`config.mk`:
```
export PLATFORM = sky130hd
export DESIGN_NAME = i_fetch_8bit
export DESIGN_NICKNAME = d
export VERILOG_FILES = /design/src/rtl/i_fetch_8bit.sv
export SDC_FILE = /design/constraint.sdc
export NUM_CORES = 1
export LEC_CHECK = 0
export CORE_MARGIN = 4
export CORE_UTILIZATION = 45
export CTS_CLUSTER_SIZE = 30
export DETAILED_ROUTE_END_ITERATION = 6
export DONT_BUFFER_PORTS = 1
export PLACE_DENSITY = 0.57
export SYNTH_ARGS = -nofsm -noshare
export SYNTH_HDL_FRONTEND = slang
export SYNTH_SLANG_ARGS = --single-unit
export TNS_END_PERCENT = 20
```
`constraint.sdc`:
```
create_clock -name clk -period 2.8 [get_ports clk]
set_clock_uncertainty 0.2 [all_clocks]
set_input_delay 0.56 -clock clk [delete_from_list [all_inputs] [get_ports clk]]
set_output_delay 0.56 -clock clk [all_outputs]
set_load 0.02 [all_outputs]
```
`src/rtl/i_fetch_8bit.sv`:
```
// Instruction fetch initiator for a byte-wide SRAM with one-cycle registered reads.
// Each 16-bit instruction is built from two bytes, high byte at the even address.
module i_fetch_8bit #(
    parameter int MEM_DATA_WIDTH = 8,
    parameter int MEM_ADDR_WIDTH = 10,
    parameter int RESET_PC       = 0
) (
    input  logic                          clk,
    input  logic                          rst_n,
    input  logic                          enable,
    input  logic                          redirect,
    input  logic [MEM_ADDR_WIDTH-1:0]     redirect_pc,
    input  logic                          ld_we,
    input  logic [MEM_ADDR_WIDTH-1:0]     ld_addr,
    input  logic [MEM_DATA_WIDTH-1:0]     ld_data,
    output logic [MEM_ADDR_WIDTH-1:0]     mem_addr,
    output logic                          mem_we,
    output logic [MEM_DATA_WIDTH-1:0]     mem_wdata,
    input  logic [MEM_DATA_WIDTH-1:0]     mem_rdata,
    output logic                          instr_valid,
    input  logic                          instr_ready,
    output logic [2*MEM_DATA_WIDTH-1:0]   instr,
    output logic [MEM_ADDR_WIDTH-1:0]     instr_pc,
    output logic                          busy
);
    localparam int AW = MEM_ADDR_WIDTH;
    localparam int DW = MEM_DATA_WIDTH;

    localparam logic [2:0] ST_IDLE = 3'd0;
    localparam logic [2:0] ST_HI   = 3'd1;
    localparam logic [2:0] ST_LO   = 3'd2;
    localparam logic [2:0] ST_CAP  = 3'd3;
    localparam logic [2:0] ST_HOLD = 3'd4;

    localparam logic [AW-1:0] PC_RESET = AW'(RESET_PC);
    localparam logic [AW-1:0] ADDR_ONE = AW'(1);
    localparam logic [AW-1:0] ADDR_TWO = AW'(2);

    logic [2:0]      state_q,       state_d;
    logic [AW-1:0]   pc_q,          pc_d;
    logic [DW-1:0]   hi_byte_q,     hi_byte_d;
    logic [2*DW-1:0] pend_q,        pend_d;
    logic [AW-1:0]   pend_pc_q,     pend_pc_d;
    logic [2*DW-1:0] instr_q,       instr_d;
    logic [AW-1:0]   instr_pc_q,    instr_pc_d;
    logic            instr_valid_q, instr_valid_d;

    logic [AW-1:0]   pc_plus1;
    logic [AW-1:0]   pc_plus2;
    logic [2*DW-1:0] word;
    logic            slot_free;
    logic [2:0]      resume_state;
    logic            unused_redirect_lsb;

    assign pc_plus1            = pc_q + ADDR_ONE;
    assign pc_plus2            = pc_q + ADDR_TWO;
    assign word                = {hi_byte_q, mem_rdata};
    assign slot_free           = !instr_valid_q || instr_ready;
    assign resume_state        = enable ? ST_HI : ST_IDLE;
    assign unused_redirect_lsb = redirect_pc[0];

    // SRAM port: loader owns it only while idle, fetch drives reads otherwise
    always_comb begin
        mem_addr  = pc_q;
        mem_we    = 1'b0;
        mem_wdata = '0;
        case (state_q)
            ST_IDLE: begin
                if (ld_we) begin
                    mem_addr  = ld_addr;
                    mem_we    = 1'b1;
                    mem_wdata = ld_data;
                end
            end
            ST_LO,
            ST_CAP:  mem_addr = pc_plus1;
            default: mem_addr = pc_q;
        endcase
    end

    always_comb begin
        state_d       = state_q;
        pc_d          = pc_q;
        hi_byte_d     = hi_byte_q;
        pend_d        = pend_q;
        pend_pc_d     = pend_pc_q;
        instr_d       = instr_q;
        instr_pc_d    = instr_pc_q;
        instr_valid_d = instr_valid_q;

        // A completed transfer empties the slot unless something refills it below
        if (instr_valid_q && instr_ready) begin
            instr_valid_d = 1'b0;
        end

        case (state_q)
            ST_IDLE: begin
                if (enable) begin
                    state_d = ST_HI;
                end
            end
            ST_HI: begin
                state_d = ST_LO;
            end
            ST_LO: begin
                hi_byte_d = mem_rdata;
                state_d   = ST_CAP;
            end
            ST_CAP: begin
                pc_d = pc_plus2;
                if (slot_free) begin
                    instr_d       = word;
                    instr_pc_d    = pc_q;
                    instr_valid_d = 1'b1;
                    state_d       = resume_state;
                end else begin
                    pend_d    = word;
                    pend_pc_d = pc_q;
                    state_d   = ST_HOLD;
                end
            end
            ST_HOLD: begin
                // Slot is always valid here, so ready implies a transfer
                if (instr_ready) begin
                    instr_d       = pend_q;
                    instr_pc_d    = pend_pc_q;
                    instr_valid_d = 1'b1;
                    state_d       = resume_state;
                end
            end
            default: begin
                state_d = ST_IDLE;
            end
        endcase

        // Redirect wins over any slot load and discards partial/pending words
        if (redirect) begin
            pc_d          = {redirect_pc[AW-1:1], 1'b0};
            hi_byte_d     = '0;
            pend_d        = '0;
            pend_pc_d     = '0;
            instr_valid_d = 1'b0;
            state_d       = resume_state;
        end
    end

    always_ff @(posedge clk or negedge rst_n) begin
        if (!rst_n) begin
            state_q       <= ST_IDLE;
            pc_q          <= PC_RESET;
            hi_byte_q     <= '0;
            pend_q        <= '0;
            pend_pc_q     <= '0;
            instr_q       <= '0;
            instr_pc_q    <= '0;
            instr_valid_q <= 1'b0;
        end else begin
            state_q       <= state_d;
            pc_q          <= pc_d;
            hi_byte_q     <= hi_byte_d;
            pend_q        <= pend_d;
            pend_pc_q     <= pend_pc_d;
            instr_q       <= instr_d;
            instr_pc_q    <= instr_pc_d;
            instr_valid_q <= instr_valid_d;
        end
    end

    assign instr       = instr_q;
    assign instr_pc    = instr_pc_q;
    assign instr_valid = instr_valid_q;
    assign busy        = (state_q != ST_IDLE);

endmodule

```
# ---- Word level (Yosys, flattened, before mapping)
# Cells that the tools add are included.
dict set report classes {
  n_reduce_logical 12
  n_mux 33
  addsub 2
  eq_ne 9
}
# operator n
set op_table {}
lappend op_table {{10-bit two-way mux} 8}
lappend op_table {{16-bit two-way mux} 5}
lappend op_table {{10-bit one-hot mux with 2 select lines} 2}
lappend op_table {{8-bit two-way mux} 4}
lappend op_table {{16-bit one-hot mux with 2 select lines} 1}
lappend op_table {{3-bit one-hot mux with 5 select lines} 1}
lappend op_table {{3-bit two-way mux} 4}
lappend op_table {{10-bit by 1-bit adder with 10-bit output (second input constant)} 1}
lappend op_table {{10-bit by 2-bit adder with 10-bit output (second input constant)} 1}
lappend op_table {{1-bit two-way mux} 7}
lappend op_table {{3-bit by 2-bit equality test with 1-bit output (second input constant)} 2}
lappend op_table {{2-bit != test (second input constant)} 3}
lappend op_table {{3-bit != test (second input constant)} 2}
lappend op_table {{2-bit nonzero test} 3}
lappend op_table {{2-bit AND reduction} 2}
lappend op_table {{3-bit by 1-bit equality test with 1-bit output (second input constant)} 1}
lappend op_table {{3-bit equality test (second input constant)} 1}
lappend op_table {{3-bit logical NOT} 1}
lappend op_table {{3-bit AND reduction} 1}
lappend op_table {{3-bit nonzero test} 1}
lappend op_table {{1-bit one-hot mux with 2 select lines} 1}
lappend op_table {{2-bit OR reduction} 1}
lappend op_table {{1-bit logical AND} 1}
lappend op_table {{1-bit logical NOT} 1}
lappend op_table {{1-bit logical OR} 1}
dict set report word_totals {
  word_cells 64
  output_inout_bits 47
  register_bits 74
}

# ---- Logic depth before layout (Yosys ltp)
# Gate-level depths: netlist of run 1.
dict set report depth {
  ltp_word 5
  ltp_mapped 7
  mapped_depth_nobuf 5
}

# ---- Least setup slack after synthesis of run 1
# No wires, ideal clock.
dict set report synth_timing {
  path_type {reg-to-output}
  from {register state_q[0]}
  to {output port mem_addr[4]}
  path_stages_with_launch 6
  path_buffers 2
  arrival_time_ps 1619
  path_slack_ps 421
  required_time_ps 2040
  cell_sequence {dfrtp_1 > buf_6 > or3_4 > nor2_8 > buf_8 > mux2_4}
}
dict set report synth_between {
  elab_chain_len 3
  elab_cells_between_ends 5
  cone_classes {eq/ne (2); mux (1); reduce/logical (2)}
}
# element line
set synth_rtl {}
lappend synth_rtl {{from (decl)} 39} ;# logic [2:0] state_q, state_d;
lappend synth_rtl {{from (signal assigned)} 158} ;# state_q <= state_d;
lappend synth_rtl {{3-bit by 2-bit equality test with 1-bit output} 67} ;# case (state_q)
lappend synth_rtl {{2-bit OR reduction} 67}
lappend synth_rtl {{10-bit one-hot mux with 2 select lines *} 67}
lappend synth_rtl {{to (decl)} 16} ;# output logic [MEM_ADDR_WIDTH-1:0] mem_addr,
# Mark *: on every way between the ends. The rest lies on a longest branch, timed or not.

# ---- Worst setup path after layout of run 1
dict set report layout_timing {
  from {register state_q[0]}
  to {output port mem_addr[6]}
}
# The elaborated chain is that of the path after synthesis.

==> flow_summary.yaml, run 1 <==
timing:
  fin_crit_ns: 2.612
  fin_worst_hold_slack_ns: 0.07057
  setup_total_negative_slack_ns: 0
  rsz_0062_raised_after_global_routing: "false"
  timing_hold_violations_final: 0
  worst_slew_pin_slew_ns: 1.121
  worst_slew_margin_rel_pct: 25.18
  max_clock_freq_mhz: 382.9
  setup_viol_count_final: 0
  post-route-period-util_pct: 93.27
  timing.final.max_slew_violations: 0
flow_run:
  cap_violations: 0
clock_network:
  tritoncts: "built"
  cts.repair_timing.setup_buffer_count: 0
  clk_path_buf_depth: 2
  clock_tree.root_cell: "clkbuf_8"
  tritoncts.num_buffers: 9
  sink_count_of_the_clock_tree: 73
  path_clk_slew_ns: 0.07
  clkLatencyLatePin_ns: 0.34
  cts_htree_levels: 3
setup_path:
  criticalPathCategory: "flip-flop to output pin"
  worstPathRequired_ns: 2.04
  crit_path_max_fanout: 18
  setup.worst_path.start_class: "flip-flop"
  arrival_ns: 1.85
  critPathCaptureType: "output pin"
global_routing:
  grt_overflow_total: 0
  number_of_global_route_vias_before_repair: 2223
  grt_antenna_before_repair: 0
  maximum_number_of_pins_on_one_net_before_global_route_repair: 74
  grt_pass1_wl_mm: 11.96
  grt_use_total_pct: 17.24
floorplan:
  chipHeight_um: 95.14
  die_w_um: 95.14
  start_util_pct: 46.61
  std_cell_rows: 31
  core_area_um2: 7331
  top_level_ports: 89
  design.die.area_um2: 9052
finish:
  post_layout_nonfiller_instances: 416
  area_growth_pct: 10.07
  final_cell_area_um2: 3761
  drive_above_1_share_pct: 13.25
  n_antenna_cell: 0
  nFillCells: 667
  final_cell_mix: "dfrtp_1, nand2_1, mux2i_1, o21ai_1, a22o_1"
  number_of_nets_at_the_end_of_the_flow: 355
  mostFrequentLayoutCell: "dfrtp_1"
logic_synthesis:
  ys_warn_count: 0
  async_reset_ff_share_pct: 100.0
  post_synth_simple_gate_area_pct: 12.93
  synth_cell_types: 41
  count_of_flip_flops_with_a_built_in_enable_after_synthesis: 0
  synthFlopType: "dfrtp_1"
  synth.area.mux_share_pct: 10.69
  synth-seq-area-share_pct: 53.46
  compound_gate_portion_of_the_synthesized_area_pct: 16.00
  mappedNetlistNets: 357
  synth_adder_area_share_pct: 0.3662
  synthXorXnorAreaFrac_pct: 2.307
  synthesized_flop_and_latch_total: 73
  combinational_family_with_the_most_area_after_synthesis: "compound AO/OA/AOI/OAI gates"
  synth_area_per_cell_um2: 10.88
  proportion_of_netlist_area_held_by_the_largest_area_contributor_pct: 53.46
  cell_area_synth_um2: 3417
  synth_area_leaders: "dfrtp_1, mux2i_1, a22o_1"
  postSynthCellCount: 314
  synth.largest_area_cell: "dfrtp_1"
place:
  gp_congestion: 0.7495
  placement.cell_area_um2: 3485
  placement.io_buffers: 0
  place.detailed.instances: 398
  place_hpwl_mm: 4.746
power:
  vdd_drop_max_uv: 319.8
  total_power_mw: 3.049
  total_leakage_power_nw: 1.627
  power_density_nw_per_um2: 810.6
drt:
  detail-route-antenna-nets: 0
  drcViolationCount: 0
  wirelength_mm: 7.331
  detailed_route_via_count: 2313
  wl_per_cell_um: 17.62
  dr.first_iter.drc_count: 84
  vias_per_cell: 5.560
  first_pass_iters: 4
status:
  outcome: "completed"
worst_hold_path:
  timing.hold.worst.class: "input pin to flip-flop"
[critical path, stage by stage (launching register included)]
cell     delay (ns)
dfrtp_1        0.38
or3_4          0.46
nor2_8         0.23
mux2_2         0.43
[metal layers]
layer	up-vias	part of all wire, %	GRT usage [%]
met2	68	47	25.71
met3	10	5.3	3.788
met1	1135	46	23.91
met5	-	0	0
met4	0	1.7	7.933
li1	1100	-	-
[where the power goes]
group / total [mW] / internal (mW) / switching (mW)
clock network: 0.971 / 0.575 / 0.395
registers: 1.54 / 1.23 / 0.316
logic: 0.536 / 0.195 / 0.341
total: 3.05 / 2.00 / 1.05
[worst paths after layout]
check / cells past startpoint / startpoint / slack (ns) / to
setup / recovery: 3 / state_q[0]$_DFFE_PN0P_ / 0.19 / mem_addr[6]
hold / removal: 1 / redirect / 0.07 / instr_valid$_DFF_PN0_
setup reg to reg: 5 / state_q[0]$_DFFE_PN0P_ / 0.56 / pend_q[1]$_DFFE_PN0P_
hold reg to reg: 1 / pend_pc_q[0]$_DFFE_PN0P_ / 0.30 / pend_pc_q[0]$_DFFE_PN0P_
max in group asynchronous: 2 / rst_n / 1.54 / pc_q[9]$_DFFE_PN0P_
min in group asynchronous: 2 / rst_n / 0.54 / instr[1]$_DFFE_PN0P_
[timing repair]
| item | CTS | global route |
|---|---|---|
| resized for setup | 0 | 0 |
| hold buffers | 2 | 0 |
| endpoints found under the hold margin | 73 | 0 |
[final cells by class]
type	instances	area, µm²	area share (%)
Clock inverter	4	73.82	1.963
Tap cell	99	123.9	3.293
Multi-Input combinational cell	215	1463	38.89
Clock buffer	12	165.2	4.391
Inverter	3	11.26	0.2994
Timing Repair Buffer	10	97.59	2.595
Sequential cell	73	1827	48.57
[synth_stat cells, types with 5 or more instances]
cell and number:
mux2i_1 26, nor2_1 6, a22o_1 24, dfrtp_1 73, o21ai_1 25, buf_2 11
a21oi_1 9, clkbuf_1 6, and2_1 9, xor2_1 5, mux2_2 8, o21ai_0 21
nand2_1 49
[per-stage QoR]
stage	util (%)	setup slack [ns]
floorplan	-	0.4215
global placement	47.53	0.5600
detailed placement	47.53	0.5516
CTS	51.31	0.1655
global route	51.31	0.1163
finish	51.31	0.1885
[logic make-up (layout without fill, tap and decap cells)]
group,count (synthesis),in the layout
AOI/OAI and AO/OA,86,86
xor gates and xnor gates,9,9
adders and majority gates,1,1
buffers and inverters,26,29
DFF,73,73
muxes,35,35
and+or+nand+nor,84,84
[state kept, by name (all words and copies together), names as in the netlist]
name and count:
instr_valid 1, pend_pc_q 10, pc_q 9, instr 16, hi_byte_q 8, instr_pc 10, pend_q 16, state_q 3
(Power assumes the default switching activity.)
==> run 2, diff against run 1 <==
--- a/config.mk
+++ b/config.mk
@@ -5,6 +5,7 @@
 export SDC_FILE = /design/constraint.sdc
 export NUM_CORES = 1
 export LEC_CHECK = 0
+export ABC_AREA = 1
 export CORE_MARGIN = 4
 export CORE_UTILIZATION = 45
 export CTS_CLUSTER_SIZE = 30
==> flow_summary.yaml, run 2 <==
power:
  total_leakage_power_nw: 2.027
  power_density_nw_per_um2: 716.8
  vdd_drop_max_uv: 279.0
global_routing:
  number_of_global_route_vias_before_repair: 2875
  maximum_number_of_pins_on_one_net_before_global_route_repair: 74
  grt.met3_usage_pct: 5.025
  grt_overflow_total: 0
  global_route.peak_usage_layer: "met2"
  grt_pass1_wl_mm: 14.37
  gr-usage-met2_pct: 28.71
  grt_use_total_pct: 18.38
  gr-usage-met1_pct: 24.88
  grt_antenna_before_repair: 0
drt:
  first_pass_iters: 4
  wl_per_cell_um: 14.81
  wirelength_mm: 8.543
  detail-route-antenna-nets: 0
  detailed_route_via_count: 2899
  dr.first_iter.drc_count: 127
  vias_per_cell: 5.024
  drcViolationCount: 0
finish:
  multi_input_comb_area_um2: 1495
  mostFrequentLayoutCell: "nand2_1"
  drive_above_1_share_pct: 13.05
  number_of_nets_at_the_end_of_the_flow: 513
  n_antenna_cell: 0
  layout.area.seq_um2: 1827
  final_cell_area_um2: 4085
  nFillCells: 769
  final_cell_mix: "nand2_1, dfrtp_1, inv_1, o21ai_0, nor2_1"
  area_growth_pct: 10.34
status:
  outcome: "completed"
floorplan:
  std_cell_rows: 32
  top_level_ports: 89
  design.die.area_um2: 9743
  die_w_um: 98.71
  start_util_pct: 47.18
  chipHeight_um: 98.71
  core_area_um2: 7848
timing:
  setup_viol_count_final: 0
  rsz_0062_raised_after_global_routing: "true"
  timing_hold_violations_final: 0
  fin_crit_ns: 2.588
  finalWorstSetupSlack_ns: 0.2115
  post-route-period-util_pct: 92.45
  fin_worst_hold_slack_ns: 0.07146
  timing.final.max_slew_violations: 0
  worst_slew_margin_rel_pct: 52.25
  max_clock_freq_mhz: 386.3
  worst_slew_pin_slew_ns: 0.7138
worst_hold_path:
  timing.hold.worst.class: "input pin to flip-flop"
  min-delay-start: "redirect"
  holdPathEnd: "instr_valid$_DFF_PN0_"
  timing.hold.worst_path_depth: 1
logic_synthesis:
  postSynthCellCount: 464
  synth-seq-area-share_pct: 49.34
  cell_area_synth_um2: 3702
  synthFlopType: "dfrtp_1"
  synth_cell_types: 34
  mappedNetlistNets: 507
  synth_area_per_cell_um2: 7.979
  ys_warn_count: 0
  synthMostInstantiatedCell: "nand2_1"
  synth_area_leaders: "dfrtp_1, nand2_1, inv_1"
  synthesized_flop_and_latch_total: 73
  async_reset_ff_share_pct: 100.0
  count_of_flip_flops_with_a_built_in_enable_after_synthesis: 0
  proportion_of_netlist_area_held_by_the_largest_area_contributor_pct: 49.34
  synth.largest_area_cell: "dfrtp_1"
  commonest_cells_in_the_synthesized_netlist: "nand2_1, dfrtp_1, inv_1"
clock_network:
  clk_path_buf_depth: 2
  path_clk_slew_ns: 0.08
  clock_tree.root_cell: "clkbuf_8"
  sink_count_of_the_clock_tree: 73
  tritoncts: "built"
  cts_htree_levels: 3
  clkLatencyLatePin_ns: 0.34
  cts.repair_timing.setup_buffer_count: 0
  tritoncts.num_buffers: 9
setup_path:
  regToRegStartpoint: "state_q[1]$_DFFE_PN0P_"
  arrival_ns: 1.83
  cpPeakStageDelay_ns: 0.43
  crit_path_max_fanout: 9
  rrSetupSlack_ns: 0.75
  critPathCaptureType: "output pin"
  crit_path_frequent_cell: "nor2_1"
  path_delay_family: "simple AND/OR/NAND/NOR gates"
  worstReg2RegEnd: "pend_pc_q[1]$_DFFE_PN0P_"
  criticalPathCategory: "flip-flop to output pin"
  worstRegToRegCells: 6
  timing.critical_path.from: "state_q[0]$_DFFE_PN0P_"
  crit_chain: "inv_1 -> nand2_1 -> nor2_1 -> clkinv_1 -> nor2_1"
  setup.worst_path.start_class: "flip-flop"
  crit_slowest_cell: "dfrtp_1"
  cp_num_buf_inv: 2
  worstPathRequired_ns: 2.04
place:
  placement.io_buffers: 0
  place_hpwl_mm: 5.747
  preCtsSetupSlack_ns: 0.5333
  placement.cell_area_um2: 3799
  gp_congestion: 0.7877
flow_run:
  cap_violations: 0
## run 2: per-layer routing
layer  routed length [µm]  up-vias
met5                    0        -
met4                  125        0
met3                  532       11
met2                 3937       81
met1                 3948     1336
li1                     -     1471
## run 2: worst max-delay path by stage
stage / to / slack [ns] / cells past startpoint
6_report: mem_wdata[4] / 0.21 / 5
3_5_place_dp: mem_addr[0] / 0.53 / 7
3_3_place_gp: mem_addr[0] / 0.58 / 7
4_1_cts: mem_addr[0] / 0.14 / 7
5_1_grt: mem_wdata[4] / -0.03 / 5
2_1_floorplan: mem_addr[1] / 0.43 / 5
## run 2: kinds of logic (layout without fill, tap and decap cells)
group,count (synthesis),in the layout,synth area share (%)
XOR/XNOR,1,1,0.2366
AO/OA/AOI/OAI,81,81,15.51
buffers and inverters,88,99,10.34
AND/OR/NAND/NOR,220,220,24.23
flip-flops,73,73,49.34
adder cells (fa/ha/maj),1,1,0.3379
## run 2: final cells by class
| cell class | count | area share, % |
|---|---|---|
| Clock inverter | 6 | 2.818 |
| Clock buffer | 10 | 3.124 |
| Multi-Input combinational cell | 303 | 36.60 |
| Inverter | 69 | 6.493 |
| Timing Repair Buffer | 14 | 3.124 |
| Tap cell | 102 | 3.124 |
| Sequential cell | 73 | 44.72 |
## run 2: per-stage QoR
step	power [mW]	TNS, ns	utilization, %	instances
2_1_floorplan	1.790	0	-	464
3_3_place_gp	1.913	0	48.41	559
3_5_place_dp	1.920	0	48.41	559
4_1_cts	2.963	0	51.98	577
5_1_grt	3.094	-0.1301	52.06	577
6_report	2.928	0	52.06	577
## run 2: power breakdown
group | leakage (nW) | switching [mW] | internal [mW]
Clock | 0.117 | 0.415 | 0.597
Combinational | 0.947 | 0.299 | 0.162
Sequential | 0.962 | 0.259 | 1.20
## run 2: repair_timing
| item | in CTS | in global routing |
|---|---|---|
| setup endpoints to repair | 0 | 14 |
| endpoints found under the hold margin | 73 | 0 |
| hold buffers | 2 | 0 |
| resized for setup | 0 | 3 |
==> run 3, diff against run 2 <==
==> constraint.sdc (replaced) <==
create_clock -name clk -period 3.1 [get_ports clk]
set_clock_uncertainty 0.2 [all_clocks]
set_input_delay 0.62 -clock clk [delete_from_list [all_inputs] [get_ports clk]]
set_output_delay 0.62 -clock clk [all_outputs]
set_load 0.02 [all_outputs]
==> flow_summary.yaml, run 3 (same netlist as run 2, synthesis figures left out) <==
clock_network:
  ctsHoldBuffers: 2
  cts_repair_resized_insts: 0
  cts.repair_timing.setup_buffer_count: 0
  tritoncts: "built"
  path_clk_slew_ns: 0.08
  tritoncts.num_buffers: 9
  clk_path_buf_depth: 2
  sink_count_of_the_clock_tree: 73
  clock_tree.root_cell: "clkbuf_8"
  clkLatencyLatePin_ns: 0.34
  cts_htree_levels: 3
timing:
  setup_viol_count_final: 0
  timing_hold_violations_final: 0
  timing.final.max_slew_violations: 0
  max_clock_freq_mhz: 371.3
  worst_slew_pin_slew_ns: 0.7658
  post-route-period-util_pct: 86.89
  worst_slew_margin_rel_pct: 48.76
  setup_total_negative_slack_ns: 0
  fin_crit_ns: 2.694
  rsz_0062_raised_after_global_routing: "false"
drt:
  detailed_route_via_count: 2925
  dr.max_layer_used: "met4"
  dr.first_iter.drc_count: 112
  wirelength_met1_mm: 3.851
  met2_wire_length_mm: 4.079
  vias_per_cell: 5.168
  wirelength_mm: 8.559
  first_pass_iters: 4
  drcViolationCount: 0
  wl_per_cell_um: 15.12
  route.met3.wl_um: 476
  detail-route-antenna-nets: 0
global_routing:
  maximum_number_of_pins_on_one_net_before_global_route_repair: 74
  number_of_global_route_vias_before_repair: 2845
  grt_overflow_total: 0
  grt_pass1_wl_mm: 14.42
  grt_use_total_pct: 18.64
  grt_antenna_before_repair: 0
floorplan:
  std_cell_rows: 32
  die_w_um: 98.71
  start_util_pct: 47.18
  top_level_ports: 89
  core_area_um2: 7848
  design.die.area_um2: 9743
  chipHeight_um: 98.71
power:
  combinationalPowerShare_pct: 15.8
  seq_power_share_pct: 53.6
  p_clk_share_pct: 30.6
  total_leakage_power_nw: 1.968
  power_density_nw_per_um2: 619.1
  switching_share_pct: 35.20
  net-switching-power_mw: 0.8619
  vdd_drop_max_uv: 243.3
  internal_power_mw: 1.586
setup_path:
  setup.worst_path.start_class: "flip-flop"
  cpPeakStageDelay_ns: 0.61
  crit_chain: "inv_1 -> nand2_1 -> nor2_1 -> nand2_1 -> inv_1 -> o21ai_0"
  worstPathRequired_ns: 2.28
  criticalPathCategory: "flip-flop to output pin"
  crit_path_max_fanout: 20
  arrival_ns: 1.87
  critPathCaptureType: "output pin"
  crit_slowest_cell: "o21ai_0"
place:
  place_hpwl_mm: 5.759
  place.detailed.instances: 549
  gp_congestion: 0.8021
  placement.io_buffers: 0
status:
  outcome: "completed"
finish:
  area_growth_pct: 6.827
  post_layout_nonfiller_instances: 566
  mostFrequentLayoutCell: "nand2_1"
  final_cell_mix: "nand2_1, dfrtp_1, inv_1, o21ai_0, nor2_1"
  layout.area.seq_um2: 1827
  nFillCells: 803
  n_antenna_cell: 0
  multi_input_comb_area_um2: 1493
  drive_above_1_share_pct: 10.78
  number_of_nets_at_the_end_of_the_flow: 503
flow_run:
  cap_violations: 0
worst_hold_path:
  timing.hold.worst.class: "input pin to flip-flop"
==> run 3: cell count changes in the layout (fill, tap and decap cells not counted), sizes merged <==
| cell | previous run | this run |
|---|---|---|
| clkinv | 2 | 4 |
| buf | 13 | 3 |
| bufinv | 3 | 1 |
| clkinvlp | 2 | 1 |
==> run 3: metrics by stage <==
step / hold slack (ns) / instance area (µm²) / power (mW) / setup WS, ns / utilization, %
2_1_floorplan: 0.1244 / 3702 / 1.617 / 0.6128 / -
3_3_place_gp: 0.1266 / 3724 / 1.696 / 0.7895 / 47.45
3_5_place_dp: 0.1263 / 3724 / 1.704 / 0.7708 / 47.45
4_1_cts: 0.1136 / 3955 / 2.483 / 0.3863 / 50.40
5_1_grt: 0.1128 / 3955 / 2.599 / 0.1074 / 50.40
6_report: 0.1282 / 3955 / 2.448 / 0.4064 / 50.40
==> run 3: layout make-up <==
type                            count  area share (%)
Clock buffer                       10           3.480
Clock inverter                      5           1.424
Inverter                           69           6.612
Multi-Input combinational cell    303           37.74
Sequential cell                    73           46.19
Tap cell                          102           3.227
Timing Repair Buffer                4           1.329
==> run 3: path summary, 6_finish.rpt <==
| check | start | endpoint | slack, ns | cells after the start |
|---|---|---|---|---|
| min in group asynchronous | rst_n | instr[14]$_DFFE_PN0P_ | 0.62 | 2 |
| max | state_q[1]$_DFFE_PN0P_ | mem_addr[7] | 0.41 | 6 |
| min | redirect | instr_valid$_DFF_PN0_ | 0.13 | 1 |
| max reg2reg | instr_valid$_DFF_PN0_ | pend_q[2]$_DFFE_PN0P_ | 1.02 | 5 |
| min reg2reg | pend_pc_q[0]$_DFFE_PN0P_ | pend_pc_q[0]$_DFFE_PN0P_ | 0.29 | 2 |
| max in group asynchronous | rst_n | pend_pc_q[6]$_DFFE_PN0P_ | 1.78 | 2 |
==> run 3: worst max-delay path, delay by kind of cell, from the launching register on <==
family	cells	cell delay, ns
AND/OR/NAND/NOR	3	0.19
flip-flops	1	0.44
buffers and inverters	2	0.29
AO/OA/AOI/OAI	1	0.61
==> run 3: power groups by stage <==
stage	sequential (mW)	combinational (mW)	clock [mW]
3_3_place_gp	1.34	0.360	0
4_1_cts	1.32	0.394	0.771
5_1_grt	1.33	0.451	0.817
2_1_floorplan	1.30	0.315	0
6_report	1.31	0.386	0.749
3_5_place_dp	1.34	0.366	0
==> run 3: metal layers <==
layer,track usage (%),up-vias
met4,7.248,0
met3,4.388,12
met2,29.28,84
li1,-,1448
met1,25.03,1381
met5,0,-
